**config.mk**
```make
export PLATFORM = sky130hd
export DESIGN_NAME = jlsemi_util_clkdiv_prog_flat
export DESIGN_NICKNAME = d
export VERILOG_FILES = /design/src/rtl/jlsemi_util_clkdiv_prog_if.sv /design/src/rtl/jlsemi_util_clkdiv_prog.sv /design/src/flat_wrapper.sv
export SDC_FILE = /design/constraint.sdc
export NUM_CORES = 1
export LEC_CHECK = 0
export BUFFER_PORTS_ARGS = -buffer_cell sky130_fd_sc_hd__clkbuf_2
export CORE_ASPECT_RATIO = 0.9
export CORE_MARGIN = 10
export CORE_UTILIZATION = 25
export CTS_CLUSTER_SIZE = 28
export DETAILED_ROUTE_END_ITERATION = 12
export PLACE_DENSITY = 0.42
export SLEW_MARGIN = 0
export SYNTH_ARGS = -nofsm -noshare
export SYNTH_HDL_FRONTEND = slang
export SYNTH_SLANG_ARGS = --single-unit
```
**constraint.sdc**
```tcl
create_clock -name clk_in -period 7.6 [get_ports clk_in]
set_input_delay 0.38 -clock clk_in [delete_from_list [all_inputs] [get_ports clk_in]]
set_output_delay 0.38 -clock clk_in [all_outputs]
set_load 0.01 [all_outputs]
```
**src/rtl/jlsemi_util_clkdiv_prog_if.sv**
```systemverilog
// Configuration handshake and divided-clock outputs of the programmable clock divider.
// master drives requests and run enable; slave is the divider.
interface jlsemi_util_clkdiv_prog_if #(
  parameter int unsigned CNT_W = 8
);
  logic             div_en;
  logic [CNT_W-1:0] cfg_div;
  logic [CNT_W-1:0] cfg_phase;
  logic             cfg_load;
  logic             cfg_busy;
  logic             cfg_err;
  logic             div_tick;
  logic             clk_out;
  logic             clk_out_phase;

  modport master (
    output div_en, cfg_div, cfg_phase, cfg_load,
    input  cfg_busy, cfg_err, div_tick, clk_out, clk_out_phase
  );

  modport slave (
    input  div_en, cfg_div, cfg_phase, cfg_load,
    output cfg_busy, cfg_err, div_tick, clk_out, clk_out_phase
  );
endinterface

```
**src/rtl/jlsemi_util_clkdiv_prog.sv**
```systemverilog
// Runtime-programmable 50%-duty clock divider (even and odd ratios) with a phase-shifted copy.
// New ratio/phase settings are shadowed and only applied at a period boundary or while stopped.
module jlsemi_util_clkdiv_prog #(
  parameter int unsigned CNT_W     = 8,
  parameter int unsigned DEF_DIV   = 25,
  parameter int unsigned DEF_PHASE = 0
) (
  input  logic                       clk_in,
  input  logic                       rst_in,
  jlsemi_util_clkdiv_prog_if.slave   bus
);

  typedef enum logic {ST_IDLE, ST_RUN} state_e;

  localparam logic [CNT_W-1:0] ONE = CNT_W'(1);
  localparam logic [CNT_W-1:0] TWO = CNT_W'(2);

  state_e           state_q, state_d;
  logic [CNT_W-1:0] act_div_q, act_div_d;
  logic [CNT_W-1:0] act_phase_q, act_phase_d;
  logic [CNT_W-1:0] shd_div_q, shd_div_d;
  logic [CNT_W-1:0] shd_phase_q, shd_phase_d;
  logic [CNT_W-1:0] cnt_q, cnt_d;
  logic             busy_q, busy_d;
  logic             err_q, err_d;
  logic             tick_q, tick_d;
  logic             hp_q, hp_d;
  logic             hpp_q, hpp_d;
  logic             hn_q, hnp_q;

  logic             at_end;
  logic             apply;
  logic             cfg_ok;
  logic [CNT_W-1:0] nxt;
  logic [CNT_W-1:0] half_div;
  logic [CNT_W:0]   ph_sum;
  logic [CNT_W:0]   ph_mod;

  always_comb begin
    state_d     = state_q;
    act_div_d   = act_div_q;
    act_phase_d = act_phase_q;
    shd_div_d   = shd_div_q;
    shd_phase_d = shd_phase_q;
    cnt_d       = cnt_q;
    busy_d      = busy_q;
    err_d       = 1'b0;
    tick_d      = 1'b0;
    hp_d        = 1'b0;
    hpp_d       = 1'b0;

    at_end = (cnt_q == (act_div_q - ONE));
    apply  = busy_q && ((state_q == ST_IDLE) || at_end);
    cfg_ok = (bus.cfg_div >= TWO) && (bus.cfg_phase < bus.cfg_div);

    // apply needs busy_q=1 and a load needs busy_q=0, so the two never collide
    if (apply) begin
      act_div_d   = shd_div_q;
      act_phase_d = shd_phase_q;
      busy_d      = 1'b0;
    end
    if (bus.cfg_load && !busy_q) begin
      if (cfg_ok) begin
        shd_div_d   = bus.cfg_div;
        shd_phase_d = bus.cfg_phase;
        busy_d      = 1'b1;
      end else begin
        err_d = 1'b1;
      end
    end

    // next count is 0 on start and on wrap, so a freshly applied ratio begins a clean period
    nxt      = ((state_q == ST_RUN) && !at_end) ? (cnt_q + ONE) : '0;
    half_div = act_div_d >> 1;
    ph_sum   = {1'b0, nxt} + {1'b0, act_div_d} - {1'b0, act_phase_d};
    ph_mod   = (ph_sum >= {1'b0, act_div_d}) ? (ph_sum - {1'b0, act_div_d}) : ph_sum;

    if (bus.div_en) begin
      state_d = ST_RUN;
      cnt_d   = nxt;
      hp_d    = (nxt < half_div);
      hpp_d   = (ph_mod < {1'b0, half_div});
      tick_d  = (nxt == '0);
    end else begin
      state_d = ST_IDLE;
      cnt_d   = '0;
    end
  end

  always_ff @(posedge clk_in) begin
    if (rst_in) begin
      state_q     <= ST_IDLE;
      act_div_q   <= CNT_W'(DEF_DIV);
      act_phase_q <= CNT_W'(DEF_PHASE);
      shd_div_q   <= CNT_W'(DEF_DIV);
      shd_phase_q <= CNT_W'(DEF_PHASE);
      cnt_q       <= '0;
      busy_q      <= 1'b0;
      err_q       <= 1'b0;
      tick_q      <= 1'b0;
      hp_q        <= 1'b0;
      hpp_q       <= 1'b0;
    end else begin
      state_q     <= state_d;
      act_div_q   <= act_div_d;
      act_phase_q <= act_phase_d;
      shd_div_q   <= shd_div_d;
      shd_phase_q <= shd_phase_d;
      cnt_q       <= cnt_d;
      busy_q      <= busy_d;
      err_q       <= err_d;
      tick_q      <= tick_d;
      hp_q        <= hp_d;
      hpp_q       <= hpp_d;
    end
  end

  // half-cycle extension for odd ratios
  always_ff @(negedge clk_in) begin
    if (rst_in) begin
      hn_q  <= 1'b0;
      hnp_q <= 1'b0;
    end else begin
      hn_q  <= hp_q;
      hnp_q <= hpp_q;
    end
  end

  assign bus.cfg_busy      = busy_q;
  assign bus.cfg_err       = err_q;
  assign bus.div_tick      = tick_q;
  assign bus.clk_out       = hp_q  | (act_div_q[0] & hn_q);
  assign bus.clk_out_phase = hpp_q | (act_div_q[0] & hnp_q);

endmodule

```
**src/flat_wrapper.sv**
```systemverilog
// flat-port wrapper written by rule: the top's interface ports become plain ports
module jlsemi_util_clkdiv_prog_flat 
#(
  parameter int unsigned CNT_W     = 8,
  parameter int unsigned DEF_DIV   = 25,
  parameter int unsigned DEF_PHASE = 0
)
  (clk_in, rst_in, bus_div_en, bus_cfg_div, bus_cfg_phase, bus_cfg_load, bus_cfg_busy, bus_cfg_err, bus_div_tick, bus_clk_out, bus_clk_out_phase);
  jlsemi_util_clkdiv_prog_if #(.CNT_W(CNT_W)) bus_i ();
  input  logic clk_in;
  input  logic rst_in;
  input wire logic [$bits(bus_i.div_en)-1:0] bus_div_en;
  input wire logic [$bits(bus_i.cfg_div)-1:0] bus_cfg_div;
  input wire logic [$bits(bus_i.cfg_phase)-1:0] bus_cfg_phase;
  input wire logic [$bits(bus_i.cfg_load)-1:0] bus_cfg_load;
  output wire logic [$bits(bus_i.cfg_busy)-1:0] bus_cfg_busy;
  output wire logic [$bits(bus_i.cfg_err)-1:0] bus_cfg_err;
  output wire logic [$bits(bus_i.div_tick)-1:0] bus_div_tick;
  output wire logic [$bits(bus_i.clk_out)-1:0] bus_clk_out;
  output wire logic [$bits(bus_i.clk_out_phase)-1:0] bus_clk_out_phase;
  assign bus_i.div_en = bus_div_en;
  assign bus_i.cfg_div = bus_cfg_div;
  assign bus_i.cfg_phase = bus_cfg_phase;
  assign bus_i.cfg_load = bus_cfg_load;
  assign bus_cfg_busy = bus_i.cfg_busy;
  assign bus_cfg_err = bus_i.cfg_err;
  assign bus_div_tick = bus_i.div_tick;
  assign bus_clk_out = bus_i.clk_out;
  assign bus_clk_out_phase = bus_i.clk_out_phase;
  jlsemi_util_clkdiv_prog #(.CNT_W(CNT_W), .DEF_DIV(DEF_DIV), .DEF_PHASE(DEF_PHASE)) u_core (.clk_in(clk_in), .rst_in(rst_in), .bus(bus_i));
endmodule
```
# After elaboration in Yosys (flattened, before gate mapping)
# Index checks and enable logic that the tools add are counted.
# op_classes
add_sub_neg	5
mul	0
div_mod_pow	0
order_cmp	5
eq_ne	1
shift	0
mux	9
bitwise_logic	7
reduce_logical	11
# ops
operator	n
8-bit two-way mux	3
9-bit by 8-bit subtractor with 9-bit output	2
8-bit by 8-bit adder with 9-bit output	1
9-bit by 8-bit >= comparator with 1-bit output	1
9-bit by 7-bit less-than comparator with 1-bit output	1
9-bit two-way mux	1
8-bit by 1-bit adder with 8-bit output (second input constant)	1
8-bit equality test	1
8-bit by 2-bit >= comparator with 1-bit output (second input constant)	1
8-bit logical NOT	1
8-bit by 7-bit less-than comparator with 1-bit output	1
8-bit less-than comparator	1
8-bit by 1-bit subtractor with 8-bit output (second input constant)	1
1-bit two-way mux	5
1-bit logical AND	4
2-bit OR reduction	2
1-bit inverter	3
1-bit AND	2
1-bit logical NOT	2
1-bit bitwise OR	2
2-bit AND reduction	1
1-bit logical OR	1
# word_totals
ff_bits	48
latchBits	0
ramBits	0
rom_bits	0
inputBits	20
out_inout_bits	5
wordCells	51
mem_count	0

# Longest topological paths before layout
# Gate-level depths: netlist of run 1.
# depth
word_depth	10
ltp_mapped	35
mapped_depth_nobuf	34

==> key figures, run 1 <==
Status
  • Status: finished clean

Power and ir drop
  • Pint: 584.4 uW
  • Switch Pwr: 305.5 uW
  • Sequential share of power: 30.7%
  • Switching share of power: between 30% and 40%
  • Worst VDD drop: about 0.11 mV
  • Total power: slightly below 900 uW
  • Pwr per Cell Area: around 220 nW/um2
  • Clk network pwr share: 29.9%
  • Leak: 1.862 nW
  • Logic pwr share: 39.4%

Placement
  • RD Place Congestion: roughly 0.8
  • Final HPWL DP: 7.149 mm
  • I/O Buffers: 24
  • Dpl cells: 577
  • Pre-CTS setup slack: -0.01996 ns

Route
  • Vias: 2756
  • Avg Vias per Cell: 4.671
  • DRC viols: 0
  • ANT nets after route: 0
  • Drt pass-1 iters: 4
  • Detailed Route WL: 8.925 mm
  • Initial DRC count: 150
  • Wirelength per Cell: around 15 um

STA
  • Achievable frequency: between 100 and 150 MHz
  • Worst-Margin Slew: about 0.79 ns
  • Clk_skew: between 0.07 and 0.08 ns
  • Final TNS setup: 0 ns
  • Final Slew Violations: 0
  • Final worst path period need: 7.098 ns
  • Relative slew slack: 47.48%
  • Setup violators final: 0
  • Setup ws final: 0.5022 ns
  • Final Cycle Share: between 90% and 100%
  • Fin. Hold Viols: 0

Global route
  • Global Route Usage Sum: about a tenth
  • Initial antenna violation count: 0
  • Vias in the first global route: 2799
  • Largest net degree at the start of global routing: 38
  • Total gr overflow: 0
  • First-pass GRT wire length: ~15 mm

Clock tree
  • Hold_buf cts: 0
  • Worst-case clock buffer depth: 2
  • Max H-tree Level: 2
  • CTS root buf: clkbuf_16
  • Worst skew pair latency: 0.36 ns
  • Clock slew at reported path FFs: approximately 0.070 ns
  • Total CTS buffers: 5
  • Sink Count: 48
  • CTS tree: built

Yosys
  • Synth Instances: about 390
  • Synth Area in Adders: 18.82%
  • Main combinational cell family by area after synthesis: adder cells
  • Library cells used by synthesis: 49
  • Xor and xnor area share after synthesis: 7.289%
  • Post-synth ARST share: 0%
  • Syn Std Cell Area: approximately 3500 um2
  • Synthesized flop and latch total: 48
  • Synth cell count leaders: nor2_1 (53), dfxtp_1 (48), ha_1 (38)
  • Count leader, synth: nor2_1
  • Complex-gate fraction of the synthesized area: 13.75%
  • Area leader, netlist: dfxtp_1
  • Mapped Nets: 454
  • Synth Area in Simple Gates: approximately 18%
  • Sequential share of the synthesized area: 27.58%
  • Multiplexer area fraction after synthesis: 9.910%
  • Top_reg_cell synth: dfxtp_1
  • Warnings from Yosys: 0
  • Syn avg cell area: 9.004 um2
  • Area share of the largest cell type after synthesis: approximately 28%
  • Area contributors post-synth: dfxtp_1 (28%), ha_1 (14%), mux2i_1 (6.6%)
  • EDFF count, synth: 0

Layout
  • Nets: 488
  • Layout cells sized above 1: 15.40%
  • Seq. cell area: 960.9 um2
  • Number of diodes: 0
  • FILL cells: 1443
  • Multi-input gate area: 2375 um2
  • Area grow syn2layout: 16.16%
  • Layout Cells excl Fill: 590

Worst setup path
  • Reg2Reg Setup Slack: 0.50 ns
  • WS Path Type: reg2reg
  • Arrival time at the worst endpoint: about 7.3 ns
  • Reg2Reg Capture Point: u_core.hpp_q$_SDFF_PP0_
  • Startpoint Class: register
  • CP max stage cell: fa_1
  • Critical path fanouts, max: 16
  • Crit Reg-Reg Startpoint: u_core.act_div_q[0]$_SDFF_PP1_
  • CP endpoint kind: register
  • Worst reg2reg path depth: 29
  • Worst Path Required: around 8 ns
  • Max incr delay on CP: between 0.5 and 0.6 ns

Hold path
  • Endpoint, Worst Hold: u_core.shd_div_q[4]$_SDFFE_PP1P_
  • Hold depth: 2
  • Hold Crit Class: in2reg
  • Hold_sp: bus_cfg_div[4]

Floorplan
  • Die Height: 132 um
  • Core Region: 13510 um2
  • Total die area: 19070 um2
  • Initial Util: 25.79%
  • Ports: 25
  • Die X: 144.4 um
  • Row count: 40

Job
  • Max-cap viol count: 0
[flip-flops by register name, summed over array words and instances (netlist names)]
| register | count |
|---|---|
| u_core.hn_q | 1 |
| u_core.act_phase_q | 8 |
| u_core.shd_div_q | 8 |
| u_core.bus.cfg_err | 1 |
| u_core.cnt_q | 8 |
| u_core.state_q | 1 |
| u_core.hp_q | 1 |
| u_core.hnp_q | 1 |
| u_core.shd_phase_q | 8 |
| u_core.act_div_q | 8 |
| u_core.bus.cfg_busy | 1 |
| u_core.hpp_q | 1 |
| u_core.bus.div_tick | 1 |
[layer usage]
metal / GRT usage [%] / part of all wire, % / up-vias
li1: - / - / 1417
met1: 13.14 / 50 / 1315
met2: 15.23 / 47 / 20
met3: 1.621 / 2.2 / 4
met4: 3.255 / 1.1 / 0
met5: 0 / 0 / -
[logic make-up (layout without fill, tap and decap cells)]
logic type                 count (synthesis)  count (layout)
DFF                                       48              48
xor gates and xnor gates                  29              29
adders and majority gates                 47              47
buffers and inverters                     41              76
and+or+nand+nor                          122             122
muxes                                     32              32
AOI/OAI and AO/OA                         68              68
[placed cells by master (no fill, tap or decap), types with 5 or more instances in the layout]
master     count
nor2b_1       14
a21oi_1       14
ha_1          38
or2_2          5
clkbuf_16      5
fa_1           9
inv_1         33
xor2_1        10
nor2_1        53
buf_4         11
nand4_1        7
a21o_1        14
nand2b_1       7
mux2_2         7
nor3_1         6
clkbuf_2      24
dfxtp_1       48
mux2i_1       23
xnor2_1       19
nand3_1        6
o21ai_0       11
nand2_1        6
[power groups by stage]
stage	clock [mW]	sequential (mW)	combinational (mW)
3_3_place_gp	0.00247	0.279	0.339
4_1_cts	0.276	0.274	0.346
5_1_grt	0.291	0.275	0.401
2_1_floorplan	0.00247	0.275	0.269
6_report	0.266	0.273	0.350
3_5_place_dp	0.00247	0.279	0.345
[how the worst max path moves through the flow]
| stage | start | to | slack [ns] | cells after the start |
|---|---|---|---|---|
| 6_report | u_core.act_div_q[0]$_SDFF_PP1_ | u_core.hpp_q$_SDFF_PP0_ | 0.50 | 29 |
| 3_5_place_dp | u_core.act_div_q[0]$_SDFF_PP1_ | u_core.hpp_q$_SDFF_PP0_ | -0.02 | 29 |
| 4_1_cts | u_core.act_div_q[0]$_SDFF_PP1_ | u_core.hpp_q$_SDFF_PP0_ | 0.06 | 29 |
| 5_1_grt | u_core.act_div_q[0]$_SDFF_PP1_ | u_core.hpp_q$_SDFF_PP0_ | -0.10 | 29 |
| 3_3_place_gp | u_core.act_div_q[0]$_SDFF_PP1_ | u_core.hpp_q$_SDFF_PP0_ | 0.29 | 29 |
| 2_1_floorplan | u_core.act_div_q[0]$_SDFF_PP1_ | u_core.hpp_q$_SDFF_PP0_ | 1.15 | 31 |
[worst max-delay path, delay by kind of cell, from the launching register on]
kind / cells / cell delay [ns]
compound gates: 10 / 2.22
fa+ha+maj: 5 / 1.91
simple gates: 8 / 1.26
mux: 2 / 0.60
flops: 1 / 0.47
buf+inv: 3 / 0.27
xor+xnor: 1 / 0.24
[what timing repair did]
item                                    4_1_cts  5_1_grt
pin swaps                                     0        1
endpoints found under the setup margin        1        1
buffers inserted                              0        4
resized for setup                             1        2
[metrics by stage]
step,instance area (um2),utilization (%),hold slack [ns]
after global placement,3829,28.33,0.4883
after CTS,4008,29.66,0.2976
final,4048,29.95,0.3080
after detailed placement,3829,28.33,0.4922
after floorplan,3485,-,0.4561
after global routing,4048,29.95,0.2961
[cell type report]
type	count	area share (%)
Tap cell	168	5.193
Multi-Input combinational cell	298	58.67
Clock buffer	5	3.091
Timing Repair Buffer	35	5.008
Inverter	31	2.875
Clock inverter	5	1.422
Sequential cell	48	23.74
Note: power is estimated with default switching activity, not from simulation.
==> run 2, diff against run 1 <==
--- a/config.mk
+++ b/config.mk
@@ -8,10 +8,9 @@
 export BUFFER_PORTS_ARGS = -buffer_cell sky130_fd_sc_hd__clkbuf_2
 export CORE_ASPECT_RATIO = 0.9
 export CORE_MARGIN = 10
-export CORE_UTILIZATION = 25
+export CORE_UTILIZATION = 45
 export CTS_CLUSTER_SIZE = 28
 export DETAILED_ROUTE_END_ITERATION = 12
-export PLACE_DENSITY = 0.42
 export SLEW_MARGIN = 0
 export SYNTH_ARGS = -nofsm -noshare
 export SYNTH_HDL_FRONTEND = slang
==> key figures, run 2 (synthesized netlist as in run 1, its figures left out) <==
Layout
  • Number of diodes: 0 (unchanged)
  • Layout cells sized above 1: 15.00% (-0.40 points)
  • Area grow syn2layout: 12.06%
  • Nets: 486 (-0.41%)
  • Most common cell after layout, fill and taps aside: nor2_1
  • Commonest cells after routing, fill and taps aside: nor2_1 (53), dfxtp_1 (48), ha_1 (38)
  • Post-route cell area: 3905 um2 (-3.5%)

STA
  • Final Cycle Share: 93.35% (about the same)
  • Final Slew Violations: 0 (unchanged)
  • Setup violators final: 0 (unchanged)
  • Final TNS setup: 0 ns (unchanged)
  • Fin. Hold Viols: 0 (unchanged)
  • Final worst path period need: 7.095 ns (-0.003181 ns)
  • Worst-Margin Slew: 0.4840 ns (-0.3038 ns)
  • Setup ws final: 0.5054 ns (+0.003181 ns)
  • Relative slew slack: 66.90% (+19 points)
  • Worst hold slack: 0.2969 ns (-0.01107 ns)
  • Clk_skew: 0.06111 ns (-0.01293 ns)
  • Achievable frequency: 141.0 MHz (about the same)

Route
  • Vias: 2729 (-0.98%)
  • ANT nets after route: 0 (unchanged)
  • Avg Vias per Cell: 5.289 (+13%)
  • Detailed Route WL: 7.854 mm (-12%)
  • Initial DRC count: 132 (-12%)
  • DRC viols: 0 (unchanged)
  • Drt pass-1 iters: 4 (unchanged)
  • Wirelength per Cell: 15.22 um (+0.62%)

Worst setup path
  • Worst Path Required: 7.78 ns (about the same)
  • CP endpoint kind: register
  • Crit Reg-Reg Startpoint: u_core.act_div_q[2]$_SDFF_PP0_
  • Critical path fanouts, max: 16 (unchanged)
  • Reg2Reg Setup Slack: 0.51 ns (about the same)
  • Reg2Reg Capture Point: u_core.hpp_q$_SDFF_PP0_
  • WS Path Type: reg2reg
  • Arrival time at the worst endpoint: 7.27 ns (about the same)
  • Startpoint Class: register
  • Worst reg2reg path depth: 27 (-6.9%)

Clock tree
  • Sink Count: 48 (unchanged)
  • CTS root buf: clkbuf_8
  • Hold_buf cts: 0 (unchanged)
  • Worst-case clock buffer depth: 2 (unchanged)
  • Total CTS buffers: 5 (unchanged)
  • Clock slew at reported path FFs: 0.10 ns (+0.03 ns)
  • CTS tree: built
  • Worst skew pair latency: 0.36 ns (about the same)
  • Max H-tree Level: 2 (unchanged)

Floorplan
  • Die Height: 103.5 um (-22%)
  • Ports: 25 (unchanged)
  • Total die area: 11670 um2 (-39%)
  • Die X: 112.8 um (-22%)
  • Core Region: 7545 um2 (-44%)
  • Initial Util: 46.19% (+20 points)
  • Row count: 30 (-25%)

Power and ir drop
  • Switch Pwr: 287.7 uW (-5.8%)
  • Worst VDD drop: 0.09759 mV (-9.4%)
  • Pwr per Cell Area: 216.6 nW/um2 (-1.5%)
  • Logic pwr share: 40.8% (+1.4 points)
  • Pint: 558.1 uW (-4.5%)
  • Leak: 1.837 nW (-1.3%)
  • Clk network pwr share: 26.9% (-3.0 points)
  • Switching share of power: 34.02% (-0.31 points)
  • Sequential share of power: 32.3% (+1.6 points)

Hold path
  • Endpoint, Worst Hold: u_core.shd_div_q[0]$_SDFFE_PP1P_
  • Hold Crit Class: in2reg
  • Hold depth: 2 (unchanged)
  • Hold_sp: bus_cfg_div[0]

Global route
  • Total gr overflow: 0 (unchanged)
  • First-pass GRT wire length: 13.55 mm (-8.9%)
  • Largest net degree at the start of global routing: 38 (unchanged)
  • Initial antenna violation count: 0 (unchanged)
  • Vias in the first global route: 2840 (+1.5%)
  • Global Route Usage Sum: 14.08% (+4.3 points)

Placement
  • Pre-CTS setup slack: 0.1781 ns (+0.1980 ns)
  • Area after DPL: 3739 um2 (-2.4%)
  • Final HPWL DP: 6.383 mm (-11%)
  • I/O Buffers: 24 (unchanged)
  • RD Place Congestion: 0.8647 (+8.2%)

Job
  • Max-cap viol count: 0 (unchanged)

Status
  • Status: finished clean
## run 2: what timing repair did
item	CTS	global route
setup endpoints to repair	0	1
setup buffers	0	2
resized for setup	0	3
## run 2: worst max-delay path, stage by stage (launching register included)
cell and delay (ns):
dfxtp_1 0.38, or3_1 0.47, nor3_1 0.24, xnor2_1 0.15
o21ai_0 0.15, o31ai_4 0.40, nand2_4 0.26, mux2i_4 0.32
inv_1 0.14, fa_1 0.55, inv_1 0.06, fa_1 0.46
nor2b_1 0.18, o21a_1 0.13, nor2_1 0.04, xnor2_1 0.15
ha_1 0.42, o2111ai_1 0.27, a31oi_2 0.32, a211oi_1 0.13
o21ai_2 0.21, mux2_2 0.39, ha_1 0.29, nand4_1 0.09
nor2_1 0.22, a211oi_1 0.13, a311oi_1 0.35, a211oi_2 0.08
## run 2: worst max path at each step
stage | endpoint | start | cells after the start | slack, ns
floorplan | u_core.hpp_q$_SDFF_PP0_ | u_core.act_div_q[0]$_SDFF_PP1_ | 31 | 1.15
global placement | u_core.hpp_q$_SDFF_PP0_ | u_core.act_div_q[0]$_SDFF_PP1_ | 29 | 0.39
detailed placement | u_core.hpp_q$_SDFF_PP0_ | u_core.act_div_q[2]$_SDFF_PP0_ | 27 | 0.18
CTS | u_core.hpp_q$_SDFF_PP0_ | u_core.act_div_q[2]$_SDFF_PP0_ | 27 | 0.16
global route | u_core.hpp_q$_SDFF_PP0_ | u_core.act_div_q[0]$_SDFF_PP1_ | 30 | -0.04
finish | u_core.hpp_q$_SDFF_PP0_ | u_core.act_div_q[2]$_SDFF_PP0_ | 27 | 0.51
## run 2: through the flow
step	total power, mW	std cells	util [%]
finish	0.8458	516	51.76
global route	0.9083	516	51.76
CTS	0.8430	514	51.43
detailed placement	0.6163	505	49.55
global placement	0.6147	505	49.55
floorplan	0.5472	387	-
## run 2: power by group through the flow
stage / combinational, mW / sequential [mW] / clock (mW)
floorplan: 0.269 / 0.275 / 0.00247
global placement: 0.333 / 0.279 / 0.00247
detailed placement: 0.335 / 0.279 / 0.00247
CTS: 0.336 / 0.273 / 0.233
global route: 0.393 / 0.275 / 0.241
finish: 0.345 / 0.273 / 0.228
## run 2: layout make-up
type | count | area, um2
multi-input combinational | 298 | 2375
clock inverter | 5 | 76.32
sequential | 48 | 960.9
tap | 96 | 120.1
timing repair buffer | 33 | 187.7
fill | 720 | 3640
inverter | 31 | 116.4
clock buffer | 5 | 68.82
## run 2: metal layers
metal,GRT usage (%),wire [um],vias to the layer above
met5,0,0,-
met4,2.339,44,0
met3,2.134,277,2
met2,25.09,3774,32
met1,17.84,3758,1285
li1,-,-,1410
